### config.mk
export PLATFORM = sky130hd
export DESIGN_NAME = dcache_miss_ctrl_flat
export DESIGN_NICKNAME = d
export VERILOG_FILES = /design/src/rtl/vi_dcache_pkg.sv /design/src/rtl/dcache_miss_ctrl_if.sv /design/src/rtl/dcache_miss_ctrl_line_buffer.sv /design/src/rtl/dcache_miss_ctrl.sv /design/src/flat_wrapper.sv
export SDC_FILE = /design/constraint.sdc
export NUM_CORES = 1
export LEC_CHECK = 0
export ABC_AREA = 1
export CAP_MARGIN = 30
export CELL_PAD_IN_SITES_DETAIL_PLACEMENT = 0
export CELL_PAD_IN_SITES_GLOBAL_PLACEMENT = 2
export CORE_UTILIZATION = 24
export CTS_CLUSTER_DIAMETER = 30
export DETAILED_ROUTE_END_ITERATION = 8
export PLACE_DENSITY = 0.94
export SLEW_MARGIN = 15
export SYNTH_ARGS = -nofsm -noshare
export SYNTH_HDL_FRONTEND = slang
export SYNTH_HIERARCHICAL = 1
export SYNTH_SLANG_ARGS = --single-unit
### constraint.sdc
create_clock -name clk_i -period 5.09 [get_ports clk_i]
set_clock_uncertainty 0.15 [all_clocks]
set_input_delay 1.527 -clock clk_i [delete_from_list [all_inputs] [get_ports clk_i]]
set_output_delay 1.527 -clock clk_i [all_outputs]
set_load 0.1 [all_outputs]
### src/rtl/vi_dcache_pkg.sv
// Shared types and constants for the Vi data-cache miss controller.
// DCACHE_WB_EN adds the writeback state for dirty victims.
package vi_dcache_pkg;

  localparam int ADDR_W      = 20;
  localparam int LINE_W      = 128;
  localparam int WAY_W       = 2;
  localparam int BEAT_W      = 32;
  localparam int OFFSET_W    = 4;
  localparam int BEATS       = LINE_W / BEAT_W;
  localparam int CNT_W       = $clog2(BEATS);
  localparam int LINE_ADDR_W = ADDR_W - OFFSET_W;

  typedef logic [CNT_W-1:0] beat_t;

  localparam beat_t LAST_BEAT = beat_t'(BEATS - 1);

  typedef enum logic [2:0] {
    S_IDLE  = 3'd0,
`ifdef DCACHE_WB_EN
    S_WB    = 3'd1,
`endif
    S_FILL  = 3'd2,
    S_WRITE = 3'd3,
    S_DONE  = 3'd4
  } state_t;

endpackage

### src/rtl/dcache_miss_ctrl_if.sv
// Beat-level req/ack memory port between the miss controller and the memory side.
interface dcache_miss_ctrl_if;
  import vi_dcache_pkg::*;

  logic              mem_req_o;
  logic              mem_we_o;
  logic [ADDR_W-1:0] mem_addr_o;
  logic [BEAT_W-1:0] mem_wdata_o;
  logic              mem_ack_i;
  logic [BEAT_W-1:0] mem_rdata_i;

  modport master (
    output mem_req_o, mem_we_o, mem_addr_o, mem_wdata_o,
    input  mem_ack_i, mem_rdata_i
  );

  modport slave (
    input  mem_req_o, mem_we_o, mem_addr_o, mem_wdata_o,
    output mem_ack_i, mem_rdata_i
  );

endinterface

### src/rtl/dcache_miss_ctrl_line_buffer.sv
// Line register: holds the victim line for writeback, then assembles the refill beat by beat.
module dcache_line_buffer
  import vi_dcache_pkg::*;
(
  input  logic              clk_i,
  input  logic              rsn_i,
  input  logic              load_i,
  input  logic [LINE_W-1:0] load_data_i,
  input  logic              wr_en_i,
  input  beat_t             wr_beat_i,
  input  logic [BEAT_W-1:0] wr_data_i,
  output logic [LINE_W-1:0] line_o
);

  logic [LINE_W-1:0] line_q;

  // A whole-line load wins over a beat write; the two never coincide in practice.
  always_ff @(posedge clk_i or negedge rsn_i) begin
    if (!rsn_i) begin
      line_q <= '0;
    end else if (load_i) begin
      line_q <= load_data_i;
    end else if (wr_en_i) begin
      line_q[BEAT_W*wr_beat_i +: BEAT_W] <= wr_data_i;
    end
  end

  assign line_o = line_q;

endmodule

### src/rtl/dcache_miss_ctrl.sv
// Data-cache miss controller: stalls the core, optionally writes back the victim, refills the line.
// Define DCACHE_WB_EN for writeback caches; otherwise every miss goes straight to the fill.
module dcache_miss_ctrl
  import vi_dcache_pkg::*;
(
  input  logic                   clk_i,
  input  logic                   rsn_i,
  input  logic                   c_miss_i,
  input  logic [ADDR_W-1:0]      c_addr_i,
  input  logic [WAY_W-1:0]       c_lru_way_i,
  input  logic                   kill_i,
  input  logic                   victim_dirty_i,
  input  logic [LINE_ADDR_W-1:0] victim_addr_i,
  input  logic [LINE_W-1:0]      victim_data_i,
  dcache_miss_ctrl_if.master     mem,
  output logic                   fill_we_o,
  output logic [WAY_W-1:0]       fill_way_o,
  output logic [LINE_ADDR_W-1:0] fill_addr_o,
  output logic [LINE_W-1:0]      fill_data_o,
  output logic                   refill_done_o,
  output logic                   stall_core_o
);

  state_t                 state_q, state_d;
  beat_t                  beat_q, beat_d;
  logic                   req_q, req_d;
  logic                   we_q, we_d;
  logic [ADDR_W-1:0]      addr_q, addr_d;
  logic [BEAT_W-1:0]      wdata_q, wdata_d;
  logic                   fill_we_q, fill_we_d;
  logic                   done_q, done_d;
  logic [WAY_W-1:0]       way_q;
  logic [LINE_ADDR_W-1:0] line_addr_q;
  logic                   cap_en, buf_load, buf_wr, stall;
  logic [LINE_W-1:0]      line;
`ifdef DCACHE_WB_EN
  logic [LINE_ADDR_W-1:0] vaddr_q;
`endif

  dcache_line_buffer u_line_buffer (
    .clk_i       (clk_i),
    .rsn_i       (rsn_i),
    .load_i      (buf_load),
    .load_data_i (victim_data_i),
    .wr_en_i     (buf_wr),
    .wr_beat_i   (beat_q),
    .wr_data_i   (mem.mem_rdata_i),
    .line_o      (line)
  );

  // Each beat: raise req with stable addr/data, drop it on ack, re-raise next cycle for the next beat.
  always_comb begin
    state_d   = state_q;
    beat_d    = beat_q;
    req_d     = req_q;
    we_d      = we_q;
    addr_d    = addr_q;
    wdata_d   = wdata_q;
    fill_we_d = 1'b0;
    done_d    = 1'b0;
    cap_en    = 1'b0;
    buf_load  = 1'b0;
    buf_wr    = 1'b0;
    stall     = 1'b0;
    unique case (state_q)
      S_IDLE: begin
        if (c_miss_i && !kill_i) begin
          stall   = 1'b1;
          cap_en  = 1'b1;
          beat_d  = '0;
          req_d   = 1'b1;
          state_d = S_FILL;
          we_d    = 1'b0;
          addr_d  = {c_addr_i[ADDR_W-1:OFFSET_W], {OFFSET_W{1'b0}}};
`ifdef DCACHE_WB_EN
          if (victim_dirty_i) begin
            state_d  = S_WB;
            buf_load = 1'b1;
            we_d     = 1'b1;
            addr_d   = {victim_addr_i, {OFFSET_W{1'b0}}};
            wdata_d  = victim_data_i[BEAT_W-1:0];
          end
`endif
        end
      end
`ifdef DCACHE_WB_EN
      S_WB: begin
        stall = 1'b1;
        if (req_q) begin
          if (mem.mem_ack_i) begin
            req_d  = 1'b0;
            beat_d = beat_q + beat_t'(1);
            if (beat_q == LAST_BEAT) begin
              state_d = S_FILL;
              we_d    = 1'b0;
            end
          end
        end else begin
          req_d   = 1'b1;
          addr_d  = {vaddr_q, beat_q, 2'b00};
          wdata_d = line[BEAT_W*beat_q +: BEAT_W];
        end
      end
`endif
      S_FILL: begin
        stall = 1'b1;
        if (req_q) begin
          if (mem.mem_ack_i) begin
            req_d  = 1'b0;
            buf_wr = 1'b1;
            beat_d = beat_q + beat_t'(1);
            if (beat_q == LAST_BEAT) begin
              state_d   = S_WRITE;
              fill_we_d = 1'b1;
            end
          end
        end else begin
          req_d  = 1'b1;
          we_d   = 1'b0;
          addr_d = {line_addr_q, beat_q, 2'b00};
        end
      end
      S_WRITE: begin
        stall   = 1'b1;
        done_d  = 1'b1;
        state_d = S_DONE;
      end
      S_DONE: begin
        state_d = S_IDLE;
      end
      default: begin
        state_d = S_IDLE;
      end
    endcase
  end

  always_ff @(posedge clk_i or negedge rsn_i) begin
    if (!rsn_i) begin
      state_q     <= S_IDLE;
      beat_q      <= '0;
      req_q       <= 1'b0;
      we_q        <= 1'b0;
      addr_q      <= '0;
      wdata_q     <= '0;
      fill_we_q   <= 1'b0;
      done_q      <= 1'b0;
      way_q       <= '0;
      line_addr_q <= '0;
`ifdef DCACHE_WB_EN
      vaddr_q     <= '0;
`endif
    end else begin
      state_q   <= state_d;
      beat_q    <= beat_d;
      req_q     <= req_d;
      we_q      <= we_d;
      addr_q    <= addr_d;
      wdata_q   <= wdata_d;
      fill_we_q <= fill_we_d;
      done_q    <= done_d;
      if (cap_en) begin
        way_q       <= c_lru_way_i;
        line_addr_q <= c_addr_i[ADDR_W-1:OFFSET_W];
`ifdef DCACHE_WB_EN
        vaddr_q     <= victim_addr_i;
`endif
      end
    end
  end

  assign mem.mem_req_o   = req_q;
  assign mem.mem_addr_o  = addr_q;
  assign mem.mem_wdata_o = wdata_q;
  assign fill_we_o       = fill_we_q;
  assign fill_way_o      = way_q;
  assign fill_addr_o     = line_addr_q;
  assign fill_data_o     = line;
  assign refill_done_o   = done_q;
  assign stall_core_o    = stall;

  logic unused_offset;
  assign unused_offset = ^c_addr_i[OFFSET_W-1:0];

`ifdef DCACHE_WB_EN
  assign mem.mem_we_o = we_q;
`else
  // Write-through build: no write beats ever leave this block.
  assign mem.mem_we_o = 1'b0;
  logic unused_wb;
  assign unused_wb = ^{we_q, victim_dirty_i, victim_addr_i};
`endif

endmodule

### src/flat_wrapper.sv
// flat-port wrapper written by rule: the top's interface ports become plain ports
module dcache_miss_ctrl_flat import vi_dcache_pkg::*;
  (clk_i, rsn_i, c_miss_i, c_addr_i, c_lru_way_i, kill_i, victim_dirty_i, victim_addr_i, victim_data_i, fill_we_o, fill_way_o, fill_addr_o, fill_data_o, refill_done_o, stall_core_o, mem_mem_req_o, mem_mem_we_o, mem_mem_addr_o, mem_mem_wdata_o, mem_mem_ack_i, mem_mem_rdata_i);
  dcache_miss_ctrl_if mem_i ();
  input  logic clk_i;
  input  logic rsn_i;
  input  logic c_miss_i;
  input  logic [ADDR_W-1:0] c_addr_i;
  input  logic [WAY_W-1:0] c_lru_way_i;
  input  logic kill_i;
  input  logic victim_dirty_i;
  input  logic [LINE_ADDR_W-1:0] victim_addr_i;
  input  logic [LINE_W-1:0] victim_data_i;
  output logic fill_we_o;
  output logic [WAY_W-1:0] fill_way_o;
  output logic [LINE_ADDR_W-1:0] fill_addr_o;
  output logic [LINE_W-1:0] fill_data_o;
  output logic refill_done_o;
  output logic stall_core_o;
  output wire logic [$bits(mem_i.mem_req_o)-1:0] mem_mem_req_o;
  output wire logic [$bits(mem_i.mem_we_o)-1:0] mem_mem_we_o;
  output wire logic [$bits(mem_i.mem_addr_o)-1:0] mem_mem_addr_o;
  output wire logic [$bits(mem_i.mem_wdata_o)-1:0] mem_mem_wdata_o;
  input wire logic [$bits(mem_i.mem_ack_i)-1:0] mem_mem_ack_i;
  input wire logic [$bits(mem_i.mem_rdata_i)-1:0] mem_mem_rdata_i;
  assign mem_mem_req_o = mem_i.mem_req_o;
  assign mem_mem_we_o = mem_i.mem_we_o;
  assign mem_mem_addr_o = mem_i.mem_addr_o;
  assign mem_mem_wdata_o = mem_i.mem_wdata_o;
  assign mem_i.mem_ack_i = mem_mem_ack_i;
  assign mem_i.mem_rdata_i = mem_mem_rdata_i;
  dcache_miss_ctrl u_core (.clk_i(clk_i), .rsn_i(rsn_i), .c_miss_i(c_miss_i), .c_addr_i(c_addr_i), .c_lru_way_i(c_lru_way_i), .kill_i(kill_i), .victim_dirty_i(victim_dirty_i), .victim_addr_i(victim_addr_i), .victim_data_i(victim_data_i), .mem(mem_i), .fill_we_o(fill_we_o), .fill_way_o(fill_way_o), .fill_addr_o(fill_addr_o), .fill_data_o(fill_data_o), .refill_done_o(refill_done_o), .stall_core_o(stall_core_o));
endmodule
# == After elaboration in Yosys (flattened, before gate mapping) ==
# Cells that the tools add are included.
# classes
n_addsub,2
n_eq_ne,8
n_mux,28
magnitude_cmp,0
reduce_logical,9
multipliers,0
n_shift,2
div_mod_pow,0
bitwise_logic,0
# ops
operator,n
bitwise mux 128 bit,1
variable shift 32 x 34 -> 128 bit (first input constant),1
indexed part select 32 x 34 -> 128 bit,1
two-way mux 20 bit,2
one-hot mux 20 bit (2 select lines),1
negation 7 -> 34 bit,1
two-way mux 1 bit,13
two-way mux 3 bit,4
one-hot mux 3 bit (3 select lines),1
AND reduction 4 bit,2
equality test 3 x 2 -> 1 bit (second input constant),2
two-way mux 2 bit,3
!= test 2 x 1 -> 1 bit (second input constant),3
!= test 2 bit (second input constant),2
one-hot mux 1 bit (2 select lines),2
one-hot mux 2 bit (2 select lines),1
zero test 3 bit,1
AND reduction 3 bit,1
adder 2 x 1 -> 2 bit (second input constant),1
equality test 2 bit (second input constant),1
AND reduction 2 bit,1
nonzero test 2 bit,1
OR reduction 2 bit,1
logical AND 1 bit,1
zero test 1 bit,1
# totals
rom_bits,0
n_memories,0
in_bits,204
register_bits,174
ramBits,0
latchBits,0

# == Longest topological paths before layout ==
# logic_depth
ltp_word,5
ltp_mapped,11
depth_no_buf,10

# == Cells and area by module ==
# Netlist, hierarchy kept.
# modules_own_cells
module,area_per_inst_um2,cells_each,n_inst
dcache_line_buffer,7467.2,1159,1
dcache_miss_ctrl,2338.5,287,1

# == Worst setup path before layout ==
# OpenSTA, ideal clock, no wires.
# synth_path
kind,input to output
from,in c_miss_i
to,out stall_core_o
path_buffers,2
cell_stages,6
required_time_ns,3.413
slack_ns,0.700
t_arrival_ns,2.713
path_cell_list,inv_1 > nor2_1 > nand3_2 > buf_6 > buf_6 > nand2_1
# synth_between
elab_chain_cells,3
# synth_lines
item,line_no,source
start: declaration,flat_wrapper.sv:7,input logic c_miss_i;
logical AND 1 bit,dcache_miss_ctrl.sv:67,if (c_miss_i && !kill_i) begin
two-way mux 1 bit,dcache_miss_ctrl.sv:67,
one-hot mux 1 bit (2 select lines),dcache_miss_ctrl.sv:65,unique case (state_q)
end: declaration,flat_wrapper.sv:19,output logic stall_core_o;
# No other way between the ends.

# == Final worst setup path ==
# Same ends and word-level chain as after synthesis.

==> out/qor.log <==
INFO  sta            worst_pin_slew=1.05ns
INFO  sta            final.setup.tns=0ns
INFO  cts            htreeDepth=4
INFO  floorplan      fp-row-count=73
INFO  cts            tritoncts.num_buffers=17
INFO  yosys          yosys.area.top_type_share=43.9%
INFO  worst_setup_path max_stage_delay=0.46ns
INFO  global_routing maximum_number_of_pins_on_one_net_before_global_route_repair=134
INFO  floorplan      initial_utilization=24.5%
INFO  layout         finish.net_count=1948
INFO  floorplan      chipHeight=204um
INFO  yosys          cell_accounting_for_the_most_synthesized_area=dfrtp_1
INFO  yosys          synthFlopType=dfrtp_1
INFO  yosys          synth_cell_types=22
INFO  placement      place_hpwl=27000um
INFO  hold_path      holdCritStartpoint=u_core/fill_way_o[1]
INFO  worst_setup_path crit_slowest_cell=clkdlybuf4s50_1
INFO  worst_setup_path r2r_setup_slack=1.83ns
INFO  cts            clk-insertion-delay-late=0.45ns
INFO  layout         nFillCells=4328
INFO  worst_setup_path critical_path_required_time=3.41ns
INFO  yosys          synth_sequential_area_ratio=43.9%
INFO  yosys          number_of_storage_elements_in_the_synthesis_netlist=172
INFO  cts            postCtsResizedCells=0
INFO  global_routing number_of_antenna_violations_at_the_first_check_in_global_routing=2
INFO  layout         layout_overhead_on_the_synthesized_area=45.0%
INFO  cts            cts_tree=yes
INFO  yosys          asyncSetResetFlopFracSynth=100%
INFO  global_routing grt_use_total=19.0%
INFO  yosys          synth.top_cells.by_area=dfrtp_1 (44%), nand2_1 (22%), nand3_1 (13%), inv_1 (5.9%), nor2_1 (4.0%)
INFO  power          max-vdd-ir-drop=0.000337V
INFO  routing        first_iter_violations=587
INFO  sta            maxSlewHeadroom=30.0%
INFO  layout         drive_gt1_share=3.88%
INFO  power          leakagePower=7.21nW
INFO  yosys          syn-cell-area=9810squm
INFO  yosys          synth.avg_cell_area=6.78squm
INFO  sta            final.hold.worst_slack=0.342ns
INFO  worst_setup_path setup.worst_path.start_class=primary input
INFO  sta            finalSetupViolations=0
INFO  global_routing via_count_of_the_first_global_routing_pass=10.1k
INFO  worst_setup_path endpoint_kind=output pin
INFO  worst_setup_path critical_path.n_buffers_inverters=3
INFO  sta            grt_setup_unrepaired=false
INFO  yosys          yosys.cell_count.top_type=nand2_1
INFO  yosys          yosys-top-cells-count=nand2_1 (584), nand3_1 (246), dfrtp_1 (172)
INFO  power          pwr_density_cell=577nW/um^2
INFO  floorplan      design.core.area=40000squm
INFO  status         run_status=finished clean
INFO  worst_setup_path cp_max_fo=2
INFO  cts            clockBufferDepth=2
INFO  worst_setup_path worst_r2r_startpoint=u_core/state_q[1]
INFO  yosys          ys_warn_count=6
INFO  routing        wire_length_reported_by_the_detailed_router=39500um
INFO  worst_setup_path path_delay_family=buffers and inverters
INFO  hold_path      worst_hold_path.endpoint=u_core/fill_way_o[1]
INFO  placement      routabilityCongestion=0.789
INFO  worst_setup_path reg2reg_to=u_core/u_line_buffer/line_o[25]
INFO  cts            cts_post_setup_buffers_inserted=0
INFO  global_routing grt_overflow=0
INFO  floorplan      die_x=204um
INFO  routing        drc=0
INFO  hold_path      worst_hold_path.num_cells=2
INFO  sta            slew_violations=0
INFO  worst_setup_path reg2regPathDepth=10
INFO  placement      placement.io_buffers=350
INFO  hold_path      hp-class=reg -> reg
INFO  sta            fin_crit=4.30ns
INFO  routing        drt_pre_antenna_iters=5
INFO  routing        detailroute.via_count=10.1k
INFO  cts            clock_sink_count=172
INFO  layout         finished_core_util=35.5%
INFO  cts            worst_setup_hold_path_clk_slew=0.07ns
INFO  cts            cts.hold.buffers_added=0
INFO  worst_setup_path path_cells=clkdlybuf4s50_1 > inv_1 > nor2_1 > nand3_2 > nand2_1 > buf_12
INFO  yosys          synth_enable_flop_cells=0
INFO  worst_setup_path crit_arrival=2.62ns
INFO  yosys          post_synthesis_cells=1446
INFO  routing        post_drt_via_cell_ratio=4.45
INFO  cts            cts_root_buf=clkbuf_16
INFO  sta            report.final.hold_viol_count=0
INFO  routing        drt.antenna.violating_nets=0
INFO  floorplan      floorplan.io_pins=407
INFO  global_routing grt_pass1_wl=59600um
INFO  floorplan      floorplan.die_area=41700squm
INFO  routing        route.detailed.wl_per_inst=17.4um
INFO  worst_setup_path type_of_the_worst_setup_path=in -> out
INFO  flow_run       drv.max_cap_violation_count=0
INFO  sta            layout_worst_path_cycle_share=84.5%
INFO  sta            timing.fmax=232MHz
state kept, by name, summed over array words and instances, names as in the netlist:
| register | count |
|---|---|
| u_core/fill_way_o | 2 |
| u_core/refill_done_o | 1 |
| u_core/fill_addr_o | 16 |
| u_core/state_q | 3 |
| u_core/mem.mem_req_o | 1 |
| u_core/beat_q | 2 |
| u_core/u_line_buffer/line_o | 128 |
| u_core/fill_we_o | 1 |
| u_core/mem.mem_addr_o | 18 |
per-layer routing:
metal  part of all wire (%)  vias to the layer above  track usage, %  routed length, um
met5                  0.063                        -               0                 25
met4                    2.0                        4            6.24                775
met3                    5.7                       41            4.46               2250
met2                     48                      330            31.6              19000
met1                     44                     4813            24.0              17500
li1                       -                     4938               -                  -
worst min-delay path, cell delays in order (launching register included):
cell and delay (ns):
dfrtp_1 0.34, nand2_1 0.05, o21ai_0 0.06
layout make-up:
class | count | area [sq um] | area share, %
Sequential cell | 172 | 4310 | 30.3
Clock buffer | 19 | 443 | 3.11
Timing Repair Buffer | 365 | 3700 | 26.0
Antenna cell | 1 | 2.50 | 0.0176
Multi-Input combinational cell | 1021 | 4330 | 30.4
Tap cell | 525 | 657 | 4.62
Inverter | 161 | 604 | 4.25
Clock inverter | 13 | 181 | 1.28
power by group:
part | switching (mW) | internal, mW | total, mW
Sequential | 0.216 | 1.67 | 1.89
Clock | 0.619 | 0.800 | 1.42
Combinational | 3.82 | 1.08 | 4.90
Total | 4.65 | 3.55 | 8.20
stage by stage:
stage                     cell area (sq um)  instances  worst slack, ns  total power [mW]
after floorplan                        9940       1483            0.700              5.46
after global placement                13500       2241            0.780              6.77
after detailed placement              13600       2244            0.774              6.82
after CTS                             14200       2276            0.773              8.28
after global routing                  14200       2276            0.752              8.63
final                                 14200       2277            0.788              8.20
logic make-up (layout without fill, tap and decap cells):
group,after synthesis,in the layout,share of synthesized area (%)
AOI/OAI and AO/OA,20,20,1.02
adders and majority gates,6,6,0.766
buffers and inverters,290,558,13.8
DFF,172,172,43.9
other,1,39,0.0382
and+or+nand+nor,957,957,40.5
how the worst max path moves through the flow:
stage                        start            to  slack [ns]  depth (start not counted)
after floorplan           c_miss_i  stall_core_o        0.70                          6
after global placement    c_miss_i  stall_core_o        0.78                          6
after detailed placement  c_miss_i  stall_core_o        0.77                          6
after CTS                 c_miss_i  stall_core_o        0.77                          6
after global routing      c_miss_i  stall_core_o        0.75                          6
final                     c_miss_i  stall_core_o        0.79                          6
cells in the final DEF, fill, tap and decap left out, drive strengths merged:
master	count
ha	6
conb	38
inv	166
clkinv	3
diode	1
clkdlybuf4s50	348
clkinvlp	2
nand3	248
nand2	585
buf	16
clkbuf	20
a21oi	1
bufinv	3
o21ai	19
nand4	16
dfrtp	172
nor2	108
No activity file was read; power rests on OpenSTA's default activity.
==> RTL change 1 (same settings) <==
The option `DCACHE_WB_EN` is turned on by a define.
--- a/src/rtl/vi_dcache_pkg.sv
+++ b/src/rtl/vi_dcache_pkg.sv
@@ -1,5 +1,7 @@
 // Shared types and constants for the Vi data-cache miss controller.
 // DCACHE_WB_EN adds the writeback state for dirty victims.
+`define DCACHE_WB_EN
+
 package vi_dcache_pkg;
 
   localparam int ADDR_W      = 20;
Check against the original RTL: not equivalent (a bounded check fails within 4 cycles, from zero or initial values).
==> RTL change 1 against the original RTL <==
Largest cell class unchanged; final area is 50% higher; sequential cell count grew 49; highest routed layer unchanged; count of clock-buffer cells in the layout is 97 higher; cell count is 42% higher; worst setup slack better by 0.015 ns; fmax up 0.35%; wire length up 62%; area after synthesis rose by 35%; sequential share of layout area decreased by 4.3 points.
Power is not shown: default switching activity piles up to over one toggle a cycle in this logic, so the estimate is an artifact.
==> RTL change 1: results (changes against the original RTL) <==
| Metric | Value |
|---|---|
| Status | `finished, final reports clean (unchanged)` |
| Avg Cell Area, Syn | `6.423 um^2 (was 6.781 um^2)` |
| Filler instances | `5583 (was 4328)` |
| Clk buf depth | `3 (was 2)` |
| Number of I/O port buffers | `400 (was 350)` |
| Share of cells above drive strength 1 | `8.932% (was 3.883%)` |
| Layout Nets | `2669 (was 1948)` |
| Cells after DPL | `3072 (was 2244)` |
| Worst-Skew Late Latency | `0.60 ns (was 0.45 ns)` |
| Ranking of synthesized cells by area | `dfrtp_1 (42%), nand2_1 (28%), nand3_1 (14%) (was dfrtp_1 (44%), nand2_1 (22%), nand3_1 (13%))` |
| Largest net degree at the start of global routing | `89 (was 134)` |
| CP Data Arrival Time | `2.61 ns (was 2.62 ns)` |
| HP Start | `u_core/vaddr_q[0] (was u_core/fill_way_o[1])` |
| Tot GR Track Use | `22.70% (was 18.98%)` |
| First-pass GRT wire length | `94830 um (was 59630 um)` |
| Non-Filler Instances | `3222 (was 2277)` |
| Slew headroom | `29.81% (was 30.01%)` |
| R2R Setup Slk | `1.95 ns (was 1.83 ns)` |
| Hpwl dp | `41210 um (was 27020 um)` |
| FF-to-FF End | `u_core/u_line_buffer/line_o[101] (was u_core/u_line_buffer/line_o[25])` |
| Global placement routability congestion | `0.8208 (was 0.7888)` |
| Vias per cell | `4.660 (was 4.447)` |
| Final WL | `63850 um (was 39520 um)` |
| Most instantiated cells after synthesis | `nand2_1 (991), nand3_1 (362), dfrtp_1 (221) (was nand2_1 (584), nand3_1 (246), dfrtp_1 (172))` |
| TritonRoute pass-1 iters | `6 (was 5)` |
| Reg2reg start | `u_core/state_q[0] (was u_core/state_q[1])` |
| Hold Slack | `0.3236 ns (was 0.3419 ns)` |
| Worst Hold Path EP | `u_core/vaddr_q[0] (was u_core/fill_way_o[1])` |
| Critical path peak fanout | `4 (was 2)` |
| CTS clk-pin slew, worst paths | `0.04 ns (was 0.07 ns)` |
| Post-synthesis sequential area ratio | `41.88% (was 43.89%)` |
| Num CTS Buffers | `78 (was 17)` |
-- RTL change 1: worst max-delay path by stage --
stage                     startpoint                              end  slack [ns]
after floorplan               kill_i                     stall_core_o        0.29
after global placement        kill_i  u_core/u_line_buffer/line_o[29]        0.75
after detailed placement      kill_i  u_core/u_line_buffer/line_o[68]        0.72
after CTS                   c_miss_i                     stall_core_o        0.80
after global routing        c_miss_i                     stall_core_o        0.77
final                       c_miss_i                     stall_core_o        0.80
-- RTL change 1: cell families (layout without fill, tap and decap cells) --
logic type	after synthesis	after routing	share of synthesized area [%]
and+or+nand+nor	1470	1470	45.76
buffers and inverters	320	782	10.31
DFF	221	221	41.88
AOI/OAI and AO/OA	38	38	1.459
adders and majority gates	6	6	0.5684
other	1	9	0.02840
-- RTL change 1: area by class of cell --
cell class,instances,area share (%)
Antenna cell,7,0.08212
Clock buffer,116,11.09
Clock inverter,24,1.279
Inverter,183,3.244
Multi-Input combinational cell,1516,29.86
Sequential cell,221,25.95
Tap cell,696,4.083
Timing Repair Buffer,459,24.41
-- RTL change 1: worst min-delay path: stages (launching register included) --
cell and delay, ns:
dfrtp_1 0.33, nand2_1 0.05, nand2_1 0.05
-- RTL change 1: per-layer routing --
layer	GRT usage [%]	share of wire, %	wire, um	up-vias
met2	36.96	47	30230	610
met4	8.678	2.7	1696	10
met5	0	0.10	65	-
met3	5.409	6.9	4405	141
li1	-	-	-	7172
met1	28.96	43	27450	7081
-- RTL change 1: stage by stage --
step,setup slack [ns],utilization (%),instance area (um^2)
floorplan,0.2898,-,13210
global placement,0.7512,32.80,17760
detailed placement,0.7157,34.38,18610
CTS,0.8018,39.26,21250
global route,0.7657,39.39,21330
finish,0.8034,39.40,21330
==> RTL change 2 (same settings) <==
Without the edit above. Re-encode `state_t` (4 states) as Gray code, 2 bits wide.
--- a/src/rtl/vi_dcache_pkg.sv
+++ b/src/rtl/vi_dcache_pkg.sv
@@ -15,14 +15,14 @@
 
   localparam beat_t LAST_BEAT = beat_t'(BEATS - 1);
 
-  typedef enum logic [2:0] {
-    S_IDLE  = 3'd0,
+  typedef enum logic [1:0] {
+    S_IDLE  = 2'b00,
 `ifdef DCACHE_WB_EN
     S_WB    = 3'd1,
 `endif
-    S_FILL  = 3'd2,
-    S_WRITE = 3'd3,
-    S_DONE  = 3'd4
+    S_FILL  = 2'b01,
+    S_WRITE = 2'b11,
+    S_DONE  = 2'b10
   } state_t;
 
 endpackage
Behaviour: same outputs for any inputs over 4 cycles, from zero or initial values; so few cycles prove little.
==> RTL change 2 against the original RTL <==
Sequential cell count fell by 1; worst hold slack got worse by 0.0020 ns; area after synthesis fell by 0.74%; worst setup slack improved by 0.090 ns; power barely moved; die area fell by 0.73%; sequential share of layout area fell by 0.75 points; wire length fell by 2.0%; register-to-register slack improved by 0.64 ns; final area rose by 1.9%; fmax rose by 2.1%; critical path type unchanged; critical endpoint unchanged; largest power group unchanged.
==> RTL change 2: results (changes against the original RTL) <==
| Metric | Value |
|---|---|
| Number of global-route vias before repair | `9735 (was 10138)` |
| Post-synthesis xor/xnor area fraction | `0% (unchanged)` |
| Peak supply drop | `0.2916 mV (was 0.3366 mV)` |
| P_leak | `7.332 nW (was 7.212 nW)` |
| FF-to-FF End | `u_core/u_line_buffer/line_o[31] (was u_core/u_line_buffer/line_o[25])` |
| HP Start | `u_core/fill_way_o[1] (unchanged)` |
| First-pass GRT wire length | `58390 um (was 59630 um)` |
| Status | `finished, final reports clean (unchanged)` |
| Final Hold Vio Count | `0 (unchanged)` |
| DRT iter0 DRCs | `590 (was 587)` |
| H-tree Lvls | `4 (unchanged)` |
| Met2 usage | `29.49% (was 31.65%)` |
| NetSw | `4.648 mW (was 4.655 mW)` |
| Reg2reg start | `u_core/beat_q[1] (was u_core/state_q[1])` |
| Layout Nets | `1959 (was 1948)` |
| Root Driver | `clkbuf_16 (unchanged)` |
| Final setup viols | `0 (unchanged)` |
| GRT met1 Usage | `24.83% (was 23.97%)` |
| Largest net degree at the start of global routing | `134 (unchanged)` |
| Ranking of synthesized cells by area | `dfrtp_1 (44%), nand2_1 (23%), nand3_1 (14%) (was dfrtp_1 (44%), nand2_1 (22%), nand3_1 (13%))` |
| Post-CTS repair timing setup buffer count | `0 (unchanged)` |
| Least-Margin Pin Slew | `1.052 ns (was 1.047 ns)` |
| CP max stage delay | `0.46 ns (about the same)` |
| Adder-Cell Fraction of Synth Area | `0.7713% (was 0.7656%)` |
| Primary FF master, synth | `dfrtp_1 (unchanged)` |
| Avg Cell Area, Syn | `6.750 um^2 (was 6.781 um^2)` |
| R2R Setup Slk | `2.47 ns (was 1.83 ns)` |
| Number of antenna violations at the first check in global routing | `5 (was 2)` |
| Vias per cell | `4.386 (was 4.447)` |
| DR vias | `10048 (was 10126)` |
| CTS resizes | `0 (unchanged)` |
| Number of I/O port buffers | `350 (unchanged)` |
| Clk buf depth | `2 (unchanged)` |
| CP Data Arrival Time | `2.53 ns (was 2.62 ns)` |
| Most instantiated cells after synthesis | `nand2_1 (604), nand3_1 (280), dfrtp_1 (171) (was nand2_1 (584), nand3_1 (246), dfrtp_1 (172))` |
| Place WS | `0.8775 ns (was 0.7736 ns)` |
| Share of cells above drive strength 1 | `4.427% (was 3.883%)` |
| Cells after DPL | `2253 (was 2244)` |
| Worst min path class | `reg -> reg (unchanged)` |
| Worst Hold Path EP | `u_core/fill_way_o[1] (unchanged)` |
| Complex-gate fraction of the synthesized area | `0.05142% (was 1.021%)` |
| Hpwl dp | `27050 um (was 27020 um)` |
| Met3 usage | `3.148% (was 4.464%)` |
| FF-to-FF path depth | `8 (was 10)` |
| Hold Slack | `0.3399 ns (was 0.3419 ns)` |
| Slowest CP cell | `clkdlybuf4s50_1 (unchanged)` |
| Synth cell types | `20 (was 22)` |
| Post-synthesis sequential area ratio | `43.96% (was 43.89%)` |
| Tot GR Track Use | `18.66% (was 18.98%)` |
| Wirelength per Cell | `16.91 um (was 17.36 um)` |
| Global placement routability congestion | `0.8131 (was 0.7888)` |
RTL change 2: cells by family after synthesis:
| family | count (synthesis) |
|---|---|
| simple gates | 994 |
| fa+ha+maj | 6 |
| buf+inv | 269 |
| flops | 171 |
| compound gates | 1 |
| other cells | 1 |
RTL change 2: worst max path at each step:
stage                        start            to  slack (ns)  cells past startpoint
after floorplan           c_miss_i  stall_core_o        0.64                      5
after global placement    c_miss_i  stall_core_o        0.88                      6
after detailed placement  c_miss_i  stall_core_o        0.88                      6
after CTS                 c_miss_i  stall_core_o        0.88                      6
after global routing      c_miss_i  stall_core_o        0.79                      6
final                     c_miss_i  stall_core_o        0.88                      6
RTL change 2: final cells by class:
type	count	area (um^2)
clock inverters	14	146.4
repair buffers	379	4068
well taps	525	656.9
inverters	141	529.3
diodes	4	10.01
clock buffers	18	429.2
multi-input cells	1039	4378
flip-flops and latches	171	4280
fillers	4266	25330
RTL change 2: power groups by stage:
stage / logic [mW] / clock network, mW / registers (mW)
finish: 4.99 / 1.33 / 1.87
global route: 5.28 / 1.43 / 1.91
CTS: 5.01 / 1.39 / 1.87
detailed placement: 5.01 / 0 / 1.89
global placement: 4.86 / 0 / 1.89
floorplan: 1.50 / 0 / 4.00
RTL change 2: metal layers:
layer  up-vias  routed length, um
met5         -                 12
met4         2               1216
met3        56               2039
met2       342              18070
met1      4684              17410
li1       4964                  -
RTL change 2: per-stage QoR:
step                      area, um^2  util (%)
after floorplan                 9872         -
after global placement         13460     33.81
after detailed placement       13860     34.82
after CTS                      14440     36.26
after global routing           14500     36.41
final                          14500     36.41
RTL change 2: worst reg2reg max path: stages (launching register included):
cell and delay [ns]:
dfrtp_1 0.47, inv_1 0.14, ha_2 0.67, nand2_1 0.12
buf_4 0.29, nand2_1 0.11, buf_4 0.34, nand3_1 0.17
nand2_1 0.10
